==> config.mk <==
export PLATFORM = sky130hd
export DESIGN_NAME = instr_fetch_queue_flat
export DESIGN_NICKNAME = d
export VERILOG_FILES = /design/src/rtl/instr_fetch_queue_if.sv /design/src/rtl/instr_fetch_queue.sv /design/src/flat_wrapper.sv
export SDC_FILE = /design/constraint.sdc
export NUM_CORES = 1
export LEC_CHECK = 0
export ABC_AREA = 1
export CAP_MARGIN = 0
export CORE_MARGIN = 2
export CORE_UTILIZATION = 33
export DETAILED_ROUTE_END_ITERATION = 8
export GPL_TIMING_DRIVEN = 0
export PLACE_DENSITY = 0.64
export SETUP_SLACK_MARGIN = 0.5
export SLEW_MARGIN = 30
export SYNTH_ARGS = -nofsm -noshare
export SYNTH_HDL_FRONTEND = slang
export SYNTH_SLANG_ARGS = --single-unit
==> constraint.sdc <==
create_clock -name CLK -period 5.3 [get_ports CLK]
set_clock_uncertainty 0.2 [all_clocks]
set_input_delay 1.06 -clock CLK [delete_from_list [all_inputs] [get_ports CLK]]
set_output_delay 1.06 -clock CLK [all_outputs]
set_load 0.01 [all_outputs]
==> src/rtl/instr_fetch_queue_if.sv <==
// Fetch-queue bus bundle: instruction-memory req/ack, core valid/ready and redirect.
// master = fetch queue side, slave = memory/core side.
interface instr_fetch_queue_if #(
  parameter int unsigned ADDR_W = 13
);
  logic              imem_req;
  logic [ADDR_W-1:0] imem_addr;
  logic              imem_ack;
  logic [31:0]       imem_rdata;
  logic              ir_valid;
  logic [31:0]       ir_data;
  logic [ADDR_W-1:0] ir_pc;
  logic              ir_ready;
  logic              redirect;
  logic [ADDR_W-1:0] redirect_pc;

  modport master (
    output imem_req, imem_addr,
    input  imem_ack, imem_rdata,
    output ir_valid, ir_data, ir_pc,
    input  ir_ready, redirect, redirect_pc
  );

  modport slave (
    input  imem_req, imem_addr,
    output imem_ack, imem_rdata,
    input  ir_valid, ir_data, ir_pc,
    output ir_ready, redirect, redirect_pc
  );
endinterface

==> src/rtl/instr_fetch_queue.sv <==
// Instruction fetch queue: one-outstanding word fetches into a small {pc, instr} FIFO with redirect flush.
// Optional IFQ_BYPASS_EN: an ack into an empty FIFO is presented to the core in the same cycle.
module instr_fetch_queue #(
  parameter int unsigned       DEPTH    = 4,
  parameter int unsigned       ADDR_W   = 13,
  parameter logic [ADDR_W-1:0] RESET_PC = '0
) (
  input logic                 CLK,
  input logic                 RST_N,
  instr_fetch_queue_if.master bus
);
  localparam int unsigned PTR_W  = $clog2(DEPTH);
  localparam int unsigned CNT_W  = $clog2(DEPTH + 1);
  localparam int unsigned DATA_W = 32;

  typedef enum logic [1:0] {IDLE, WAIT, DISCARD} state_t;

  typedef struct packed {
    logic [ADDR_W-1:0] pc;
    logic [DATA_W-1:0] instr;
  } entry_t;

  state_t            state;
  logic [ADDR_W-1:0] fetch_pc;
  logic [ADDR_W-1:0] fetch_pc_inc;
  logic [ADDR_W-1:0] redirect_base;
  logic [CNT_W-1:0]  count;
  logic [CNT_W-1:0]  count_next;
  logic [PTR_W-1:0]  rd_ptr;
  logic [PTR_W-1:0]  wr_ptr;
  entry_t            mem [DEPTH];
  entry_t            head;
  logic              req_q;
  logic [ADDR_W-1:0] addr_q;
  logic              ack_live;
  logic              push;
  logic              pop;
  logic              issue;
`ifdef IFQ_BYPASS_EN
  logic              bypass;
`endif

  // Issue decision uses the occupancy after this cycle's push/pop so an ack never lands on a full FIFO.
  always_comb begin
    fetch_pc_inc  = fetch_pc + ADDR_W'(4);
    redirect_base = bus.redirect_pc & ~ADDR_W'(3);
    ack_live      = (state == WAIT) && bus.imem_ack && !bus.redirect;
    pop           = (count != '0) && bus.ir_ready;
`ifdef IFQ_BYPASS_EN
    bypass        = (count == '0) && ack_live;
    push          = ack_live && !(bypass && bus.ir_ready);
`else
    push          = ack_live;
`endif
    count_next    = count + CNT_W'(push) - CNT_W'(pop);
    issue         = count_next < CNT_W'(DEPTH);
  end

  // Request FSM; redirect overrides everything but reset.
  always_ff @(posedge CLK) begin
    if (!RST_N) begin
      state    <= IDLE;
      fetch_pc <= RESET_PC;
      req_q    <= 1'b0;
      addr_q   <= RESET_PC;
    end else if (bus.redirect) begin
      fetch_pc <= redirect_base;
      if (state != IDLE && !bus.imem_ack) begin
        state <= DISCARD;
      end else begin
        state <= IDLE;
        req_q <= 1'b0;
      end
    end else begin
      unique case (state)
        IDLE: begin
          if (issue) begin
            state  <= WAIT;
            req_q  <= 1'b1;
            addr_q <= fetch_pc;
          end
        end
        WAIT: begin
          if (bus.imem_ack) begin
            fetch_pc <= fetch_pc_inc;
            if (issue) begin
              addr_q <= fetch_pc_inc;
            end else begin
              state <= IDLE;
              req_q <= 1'b0;
            end
          end
        end
        DISCARD: begin
          if (bus.imem_ack) begin
            if (issue) begin
              state  <= WAIT;
              addr_q <= fetch_pc;
            end else begin
              state <= IDLE;
              req_q <= 1'b0;
            end
          end
        end
        default: begin
          state <= IDLE;
          req_q <= 1'b0;
        end
      endcase
    end
  end

  // FIFO storage and occupancy.
  always_ff @(posedge CLK) begin
    if (!RST_N) begin
      count  <= '0;
      rd_ptr <= '0;
      wr_ptr <= '0;
      for (int i = 0; i < DEPTH; i++) begin
        mem[i] <= '0;
      end
    end else if (bus.redirect) begin
      count  <= '0;
      rd_ptr <= '0;
      wr_ptr <= '0;
    end else begin
      if (push) begin
        mem[wr_ptr] <= '{pc: fetch_pc, instr: bus.imem_rdata};
        wr_ptr      <= wr_ptr + PTR_W'(1);
      end
      if (pop) begin
        rd_ptr <= rd_ptr + PTR_W'(1);
      end
      count <= count_next;
    end
  end

  assign head          = mem[rd_ptr];
  assign bus.imem_req  = req_q;
  assign bus.imem_addr = addr_q;

`ifdef IFQ_BYPASS_EN
  assign bus.ir_valid = (count != '0) || bypass;
  assign bus.ir_data  = bypass ? bus.imem_rdata : head.instr;
  assign bus.ir_pc    = bypass ? fetch_pc : head.pc;
`else
  assign bus.ir_valid = (count != '0);
  assign bus.ir_data  = head.instr;
  assign bus.ir_pc    = head.pc;
`endif

endmodule
==> src/flat_wrapper.sv <==
// flat-port wrapper written by rule: the top's interface ports become plain ports
module instr_fetch_queue_flat 
#(
  parameter int unsigned       DEPTH    = 4,
  parameter int unsigned       ADDR_W   = 13,
  parameter logic [ADDR_W-1:0] RESET_PC = '0
)
  (CLK, RST_N, bus_imem_req, bus_imem_addr, bus_imem_ack, bus_imem_rdata, bus_ir_valid, bus_ir_data, bus_ir_pc, bus_ir_ready, bus_redirect, bus_redirect_pc);
  instr_fetch_queue_if #(.ADDR_W(ADDR_W)) bus_i ();
  input logic CLK;
  input logic RST_N;
  output wire logic [$bits(bus_i.imem_req)-1:0] bus_imem_req;
  output wire logic [$bits(bus_i.imem_addr)-1:0] bus_imem_addr;
  input wire logic [$bits(bus_i.imem_ack)-1:0] bus_imem_ack;
  input wire logic [$bits(bus_i.imem_rdata)-1:0] bus_imem_rdata;
  output wire logic [$bits(bus_i.ir_valid)-1:0] bus_ir_valid;
  output wire logic [$bits(bus_i.ir_data)-1:0] bus_ir_data;
  output wire logic [$bits(bus_i.ir_pc)-1:0] bus_ir_pc;
  input wire logic [$bits(bus_i.ir_ready)-1:0] bus_ir_ready;
  input wire logic [$bits(bus_i.redirect)-1:0] bus_redirect;
  input wire logic [$bits(bus_i.redirect_pc)-1:0] bus_redirect_pc;
  assign bus_imem_req = bus_i.imem_req;
  assign bus_imem_addr = bus_i.imem_addr;
  assign bus_i.imem_ack = bus_imem_ack;
  assign bus_i.imem_rdata = bus_imem_rdata;
  assign bus_ir_valid = bus_i.ir_valid;
  assign bus_ir_data = bus_i.ir_data;
  assign bus_ir_pc = bus_i.ir_pc;
  assign bus_i.ir_ready = bus_ir_ready;
  assign bus_i.redirect = bus_redirect;
  assign bus_i.redirect_pc = bus_redirect_pc;
  instr_fetch_queue #(.DEPTH(DEPTH), .ADDR_W(ADDR_W), .RESET_PC(RESET_PC)) u_core (.CLK(CLK), .RST_N(RST_N), .bus(bus_i));
endmodule
## Yosys cells after proc, flatten, opt, wreduce, memory -nomap -nowiden

Memory sizes are Yosys's and may differ from the RTL's. A register that Yosys moved wholly into a read port is not among the register bits.
Index checks and enable logic that the tools add are counted.

| word-level totals | value |
|---|---|
| memories kept | 1 |
| logic and storage cells | 81 |
| bits of input ports | 50 |
| RAM bits | 180 |
| flip-flop bits (word level) | 36 |
| output and inout port bits | 60 |

| cells by class | value |
|---|---|
| equality and inequality tests | 12 |
| bitwise operators | 2 |
| magnitude comparators | 1 |
| reductions and logical operators | 20 |
| multiplexer cells | 32 |
| $add $sub $neg | 5 |

Memory list:

| name | depth | width | read ports | clocked after memory_dff | write ports | RTL line | source |
|---|---|---|---|---|---|---|---|
| u_core.mem | 4 | 45 | 1 | 1 | 4 | instr_fetch_queue.sv:31 | `entry_t mem [DEPTH];` |

Operator list:

| kind | number |
|---|---|
| two-way mux 13 bit | 7 |
| two-way mux 45 bit | 1 |
| OR reduction 45 bit | 1 |
| case mux 13 bit (3 select lines) | 1 |
| two-way mux 2 bit | 9 |
| adder 13 x 3 -> 13 bit, second input constant | 1 |
| two-way mux 1 bit | 12 |
| != test 3 bit, second input constant | 4 |
| AND reduction 4 bit | 2 |
| != test 2 bit, second input constant | 3 |
| case mux 2 bit (3 select lines) | 1 |
| nonzero test 2 bit | 3 |
| nonzero test 3 bit | 2 |
| AND reduction 5 bit | 1 |
| adder 2 x 1 -> 2 bit, second input constant | 2 |
| logical AND 1 bit | 4 |
| AND reduction 2 bit | 2 |
| OR reduction 2 bit | 2 |
| adder 3 x 1 -> 3 bit | 1 |
| < comparator 3 bit, second input constant | 1 |
| != test 3 x 1 -> 1 bit, second input constant | 1 |
| != test 3 x 2 -> 1 bit, second input constant | 1 |
| subtractor 3 x 1 -> 3 bit | 1 |
| equality test 2 x 1 -> 1 bit, second input constant | 1 |
| other kinds (6) | 8 |

## Longest topological paths before layout

Gate-level depths: netlist of the first run.

| logic depth | value |
|---|---|
| depth after elaboration | 10 |
| gate-level depth with buffers | 17 |
| gate-level depth less buffers | 16 |

## Worst setup path after synthesis of the first run

Ideal clock, no wire load.

| timing | value |
|---|---|
| path kind | input to register |
| from | input bus_redirect |
| to | memory u_core.mem[3][0] (netlist name), enable pin |
| cell stages on the path | 4 |
| data arrival time | 4.532 ns |
| setup slack | 0.065 ns |
| path through | buf_2 nor2_8 nand2_1 o21ai_0 |

RTL lines:

| what | RTL line | source |
|---|---|---|
| start: declaration | flat_wrapper.sv:20 | `input wire logic [$bits(bus_i.redirect)-1:0] bus_redirect;` |
| end: declaration | instr_fetch_queue.sv:31 |  |

==> flow_summary.toml, run 1 <==
[sta]
fmax_ghz = 0.236
rsz0062_at_grt = "no"
whs_ps = 263
setup_slack_ps = 1060
setup_viol = 0
hold_violations = 0
relSlewSlack = 0.350
finalCritPeriodShare = 0.800
slew_viol_final = 0
fin_crit_ps = 4240
worstMarginPinSlew_ps = 975
tns_ps = 0

[grt]
grt_pass1_wl_um = 36300
grt_pass1_vias = 6811
grt_max_degree = 44
grt_overflow = 0
antenna_found_initial = 0
track_usage = 0.161

[synth]
yosysTopAreaCell = "edfxtp_1"
synth_area_leaders = "edfxtp_1 57%, nor2_1 12%, dfxtp_1 7.5%"
synth.yosys.seq_area_share = 0.641
synth_ff_type = "edfxtp_1"
synth_top_area_share = 0.566
ys_warn_count = 0
ys_seq_elements = 206
async_flop_share = 0
avgSynthCellArea_um2 = 9.83
synthesis.area_um2 = 9120
ys_types = 31
synth_cells = 928
synth_edf_count = 172

[placement]
portBuffers = 102
globalplace.congestion = 0.823
dp_hpwl_um = 15300
pre_cts_slack_ps = 1330

[floorplanning]
core_area_um2 = 27000
row_count = 60
boundaryPins = 110
die_w_um = 170
fp.dieH_um = 170
die_area_um2 = 29000
start_util = 0.337

[clocking]
cts_tree = "yes"
postCtsSetupRepairBufs = 0
clk-insertion-delay-late_ps = 500
ctsHtreeMaxLevel = 1
ctsHoldBuffers = 0
cts-root-buf = "clkbuf_16"
cts.path.max_buffers = 3
cts_sinks = 206
ctsResizeCount = 0
path_clk_slew_ps = 60
cts_made_buffers = 22

[layout]
final_net_count = 1119
final_cell_mix = "295 x nor2_1, 172 x edfxtp_1, 119 x o21ai_0"
utilization = 0.421
layout-drive-gt1-share = 0.0659
areaGrowthSynthToFinish_pct = 24.8
final_common_cell = "nor2_1"
num_antenna_cells = 0

[drt]
dr.pass1.iters = 5
routedWlPerCell_um = 16.5
via_per_inst = 4.86
num_vias = 6902
drcViolationCount = 0
wl_um = 23400
antenna_left = 0
drt-initial-drc-count = 529

[power_and_ir_drop]
total_power_w = 0.00361
p_leak_nw = 4.45
ir_drop_mv = 0.167
power_density_nw_per_um2 = 317

[job]
max-cap-violations = 0

[critical_path]
path_buf_inv = 3
max_stage_delay_ps = 610
crit_path_top_delay_cell = "clkdlybuf4s50_1"
crit_path_cell_trace = "clkbuf_1, clkbuf_1, nor2_1, o22ai_1, clkdlybuf4s50_1"
worst_setup_path_end_kind = "primary output"
critPathMaxFanout = 10
reg2reg_slack_ps = 2220
worstPathArrival_ps = 2980
crit_type = "reg -> out"
critPathTopFamily = "buffers and inverters"
critPathLaunchType = "register"
cpMostUsedCell = "clkbuf_1"
crit_required_ps = 4040

[min_path]
hold_path.class = "reg -> reg"

[run_status]
status = "finished, final reports clean"
-- per-layer routing --
metal | wire [µm] | vias to the layer above | share of wire | global-route usage
met5 | 0 | - | 0 | 0
met4 | 421 | 0 | 0.018 | 0.0316
met3 | 1390 | 36 | 0.059 | 0.0233
met2 | 11200 | 223 | 0.48 | 0.277
met1 | 10400 | 3263 | 0.44 | 0.217
li1 | - | 3380 | - | -
-- per-stage QoR --
stage | std cells | instance area [µm²]
after CTS | 1419 | 11400
after detailed placement | 1379 | 10700
after floorplan | 931 | 9130
after global placement | 1374 | 10600
final | 1419 | 11400
after global routing | 1419 | 11400
-- tightest hold or removal path, cell delays in order (launching register included) --
cell and delay [ps]:
dfxtp_1 300, inv_1 60, a21oi_1 60
-- final cells by class --
type / count / area, µm²
Sequential cell: 206 / 5850
Clock inverter: 14 / 77.6
Buffer: 56 / 280
Multi-Input combinational cell: 588 / 2740
Timing Repair Buffer: 107 / 1130
Clock buffer: 26 / 579
Fill cell: 2641 / 15600
Inverter: 81 / 304
Tap cell: 341 / 427
-- sequential cells by signal (all words and copies together), names as in the netlist, named ones only --
register	flops
u_core.rd_ptr	2
u_core.fetch_pc	11
u_core.wr_ptr	2
u_core.mem	172
u_core.bus.imem_addr	11
u_core.count	3
u_core.bus.imem_req	1
u_core.state	2
-- power by group --
| part | switching, W | total, W | leakage, nW | internal [W] |
|---|---|---|---|---|
| clock network | 0.000629 | 0.00141 | 0.326 | 0.000783 |
| registers | 0.0000261 | 0.00185 | 2.06 | 0.00182 |
| logic | 0.000201 | 0.000352 | 2.07 | 0.000151 |
| total | 0.000856 | 0.00361 | 4.45 | 0.00276 |
-- cell usage after synthesis, types with 5 or more instances --
cell / count
o21ai_0: 120
inv_1: 76
clkbuf_1: 32
ha_1: 6
nand2_1: 60
o22ai_1: 44
nor2_1: 295
nand3_1: 16
nor3_1: 7
buf_4: 8
a21oi_1: 16
dfxtp_1: 34
edfxtp_1: 172
buf_2: 8
xor2_1: 5
-- final timing paths --
check	start	endpoint	depth (start not counted)
max reg2reg	u_core.count[1]	u_core.bus.imem_addr[10]	17
min	u_core.rd_ptr[1]	u_core.rd_ptr[1]	2
min reg2reg	u_core.rd_ptr[1]	u_core.rd_ptr[1]	2
max	register	bus_ir_pc[10]	5
-- logic make-up after synthesis --
kind of cell	synth area share
compound gates	0.108
other cells	0.000411
buf+inv	0.0641
flops	0.641
xor+xnor	0.00576
simple gates	0.170
fa+ha+maj	0.0104
(Power assumes the default switching activity.)
==> run 2, diff against run 1 <==
==> constraint.sdc (replaced) <==
create_clock -name CLK -period 3.6 [get_ports CLK]
set_clock_uncertainty 0.2 [all_clocks]
set_input_delay 0.72 -clock CLK [delete_from_list [all_inputs] [get_ports CLK]]
set_output_delay 0.72 -clock CLK [all_outputs]
set_load 0.01 [all_outputs]
==> flow_summary.toml, run 2 (synthesis gave the netlist of run 1 again) <==
[drt]
routedWlPerCell_um = 16.6
antenna_left = 0
dr.pass1.iters = 5
drt-initial-drc-count = 571
via_per_inst = 4.88
num_vias = 6892
drcViolationCount = 0
wl_um = 23500

[placement]
portBuffers = 102
dp_hpwl_um = 15200
place_inst = 1377
globalplace.congestion = 0.838

[layout]
num_antenna_cells = 0
largest_register_ffs = 172
n_fill_cell = 2643
largest-register = "u_core.mem"
final_common_cell = "nor2_1"
layout-drive-gt1-share = 0.0998
final_cell_mix = "295 x nor2_1, 172 x edfxtp_1, 119 x o21ai_0"
areaGrowthSynthToFinish_pct = 26.7
final_cells = 1413
final_net_count = 1117

[sta]
hold_violations = 0
fmax_ghz = 0.330
slew_viol_final = 0
fin_crit_ps = 3030
setup_viol = 0
rsz0062_at_grt = "no"
worstMarginPinSlew_ps = 1240
finalCritPeriodShare = 0.841
relSlewSlack = 0.176

[clocking]
ctsHtreeMaxLevel = 1
ctsHoldBuffers = 0
clk-insertion-delay-late_ps = 510
cts-root-buf = "clkbuf_16"
cts_tree = "yes"
cts_made_buffers = 22
cts_sinks = 206
cts.path.max_buffers = 3
path_clk_slew_ps = 60

[grt]
grt_overflow = 0
grt_pass1_wl_um = 36000
grt_pass1_vias = 6714
antenna_found_initial = 0
grt_max_degree = 44
track_usage = 0.161

[critical_path]
critPathLaunchType = "register"
worstPathArrival_ps = 2110
critPathMaxFanout = 10
worst_setup_path_end_kind = "primary output"
crit_path_top_delay_cell = "clkdlybuf4s50_1"
critPathTopFamily = "buffers and inverters"
crit_path_cell_trace = "inv_2, clkbuf_4, nor2_1, o22ai_1, clkdlybuf4s50_1"
max_stage_delay_ps = 590
crit_required_ps = 2680
path_buf_inv = 3
crit_type = "reg -> out"

[floorplanning]
boundaryPins = 110
die_w_um = 170
row_count = 60
fp.dieH_um = 170
die_area_um2 = 29000
start_util = 0.337
core_area_um2 = 27000

[min_path]
hold_path.class = "reg -> reg"

[power_and_ir_drop]
p_leak_nw = 4.83
ir_drop_mv = 0.302
power_density_nw_per_um2 = 469
total_power_w = 0.00542

[job]
max-cap-violations = 0

[run_status]
status = "finished, final reports clean"
==> run 2: cell count changes in the layout (fill, tap and decap cells not counted), sizes merged, moves of 2 or more <==
cell	change
bufinv	+2
buf	-2
clkinv	-5
clkdlybuf4s50	-40
dlygate4sd2	+23
dlymetal6s2s	+17
==> run 2: tightest hold or removal path: cells and delay by family (launching register included) <==
kind            cells  cell delay [ps]
buf+inv             1               50
compound gates      1               70
flops               1              300
==> run 2: timing repair <==
action | in CTS | in global routing
setup buffers | 0 | 0
gates resized for setup | 79 | 24
pin swaps | 0 | 0
endpoints found under the hold margin | 0 | 0
endpoints found under the setup margin | 44 | 111
==> run 2: per-stage QoR <==
stage	hold slack [ps]	setup TNS, ps	util	area, µm²	worst slack [ps]
floorplan	236	0	-	9140	683
global placement	251	-71340	0.392	10600	-769
detailed placement	260	-33.4	0.395	10700	-28.2
CTS	268	0	0.425	11500	337
global route	284	0	0.428	11600	504
finish	262	0	0.428	11600	573
==> run 2: per-layer routing <==
metal | part of all wire | GRT usage | vias up | routed length (µm)
met3 | 0.062 | 0.0256 | 42 | 1460
li1 | - | - | 3383 | -
met1 | 0.43 | 0.209 | 3247 | 10100
met4 | 0.025 | 0.0494 | 0 | 597
met5 | 0 | 0 | - | 0
met2 | 0.48 | 0.276 | 220 | 11300
==> run 2: worst paths after layout <==
check / slack, ps / start / cells after the start / to
worst max register to register: 710 / u_core.count[1] / 15 / u_core.bus.imem_addr[9]
worst min-delay path: 260 / u_core.rd_ptr[1] / 2 / register
worst min register to register: 260 / u_core.rd_ptr[1] / 2 / register
worst max-delay path: 570 / register / 5 / bus_ir_data[0]
==> run 2: report_power, final <==
part	total (W)	switching (W)	leakage, nW	internal [W]
combinational	0.000509	0.000299	2.44	0.000211
sequential	0.00272	0.0000375	2.06	0.00268
clock	0.00219	0.000897	0.333	0.00129
total	0.00542	0.00123	4.83	0.00419
==> run 2: layout make-up <==
class	instances	area, µm²	area share
plain buffers	56	369	0.0319
clock buffers	26	587	0.0508
clock inverters	10	95.1	0.00823
inverters	81	307	0.0265
multi-input cells	588	2820	0.244
flip-flops and latches	206	5850	0.506
well taps	341	427	0.0369
repair buffers	105	1100	0.0956
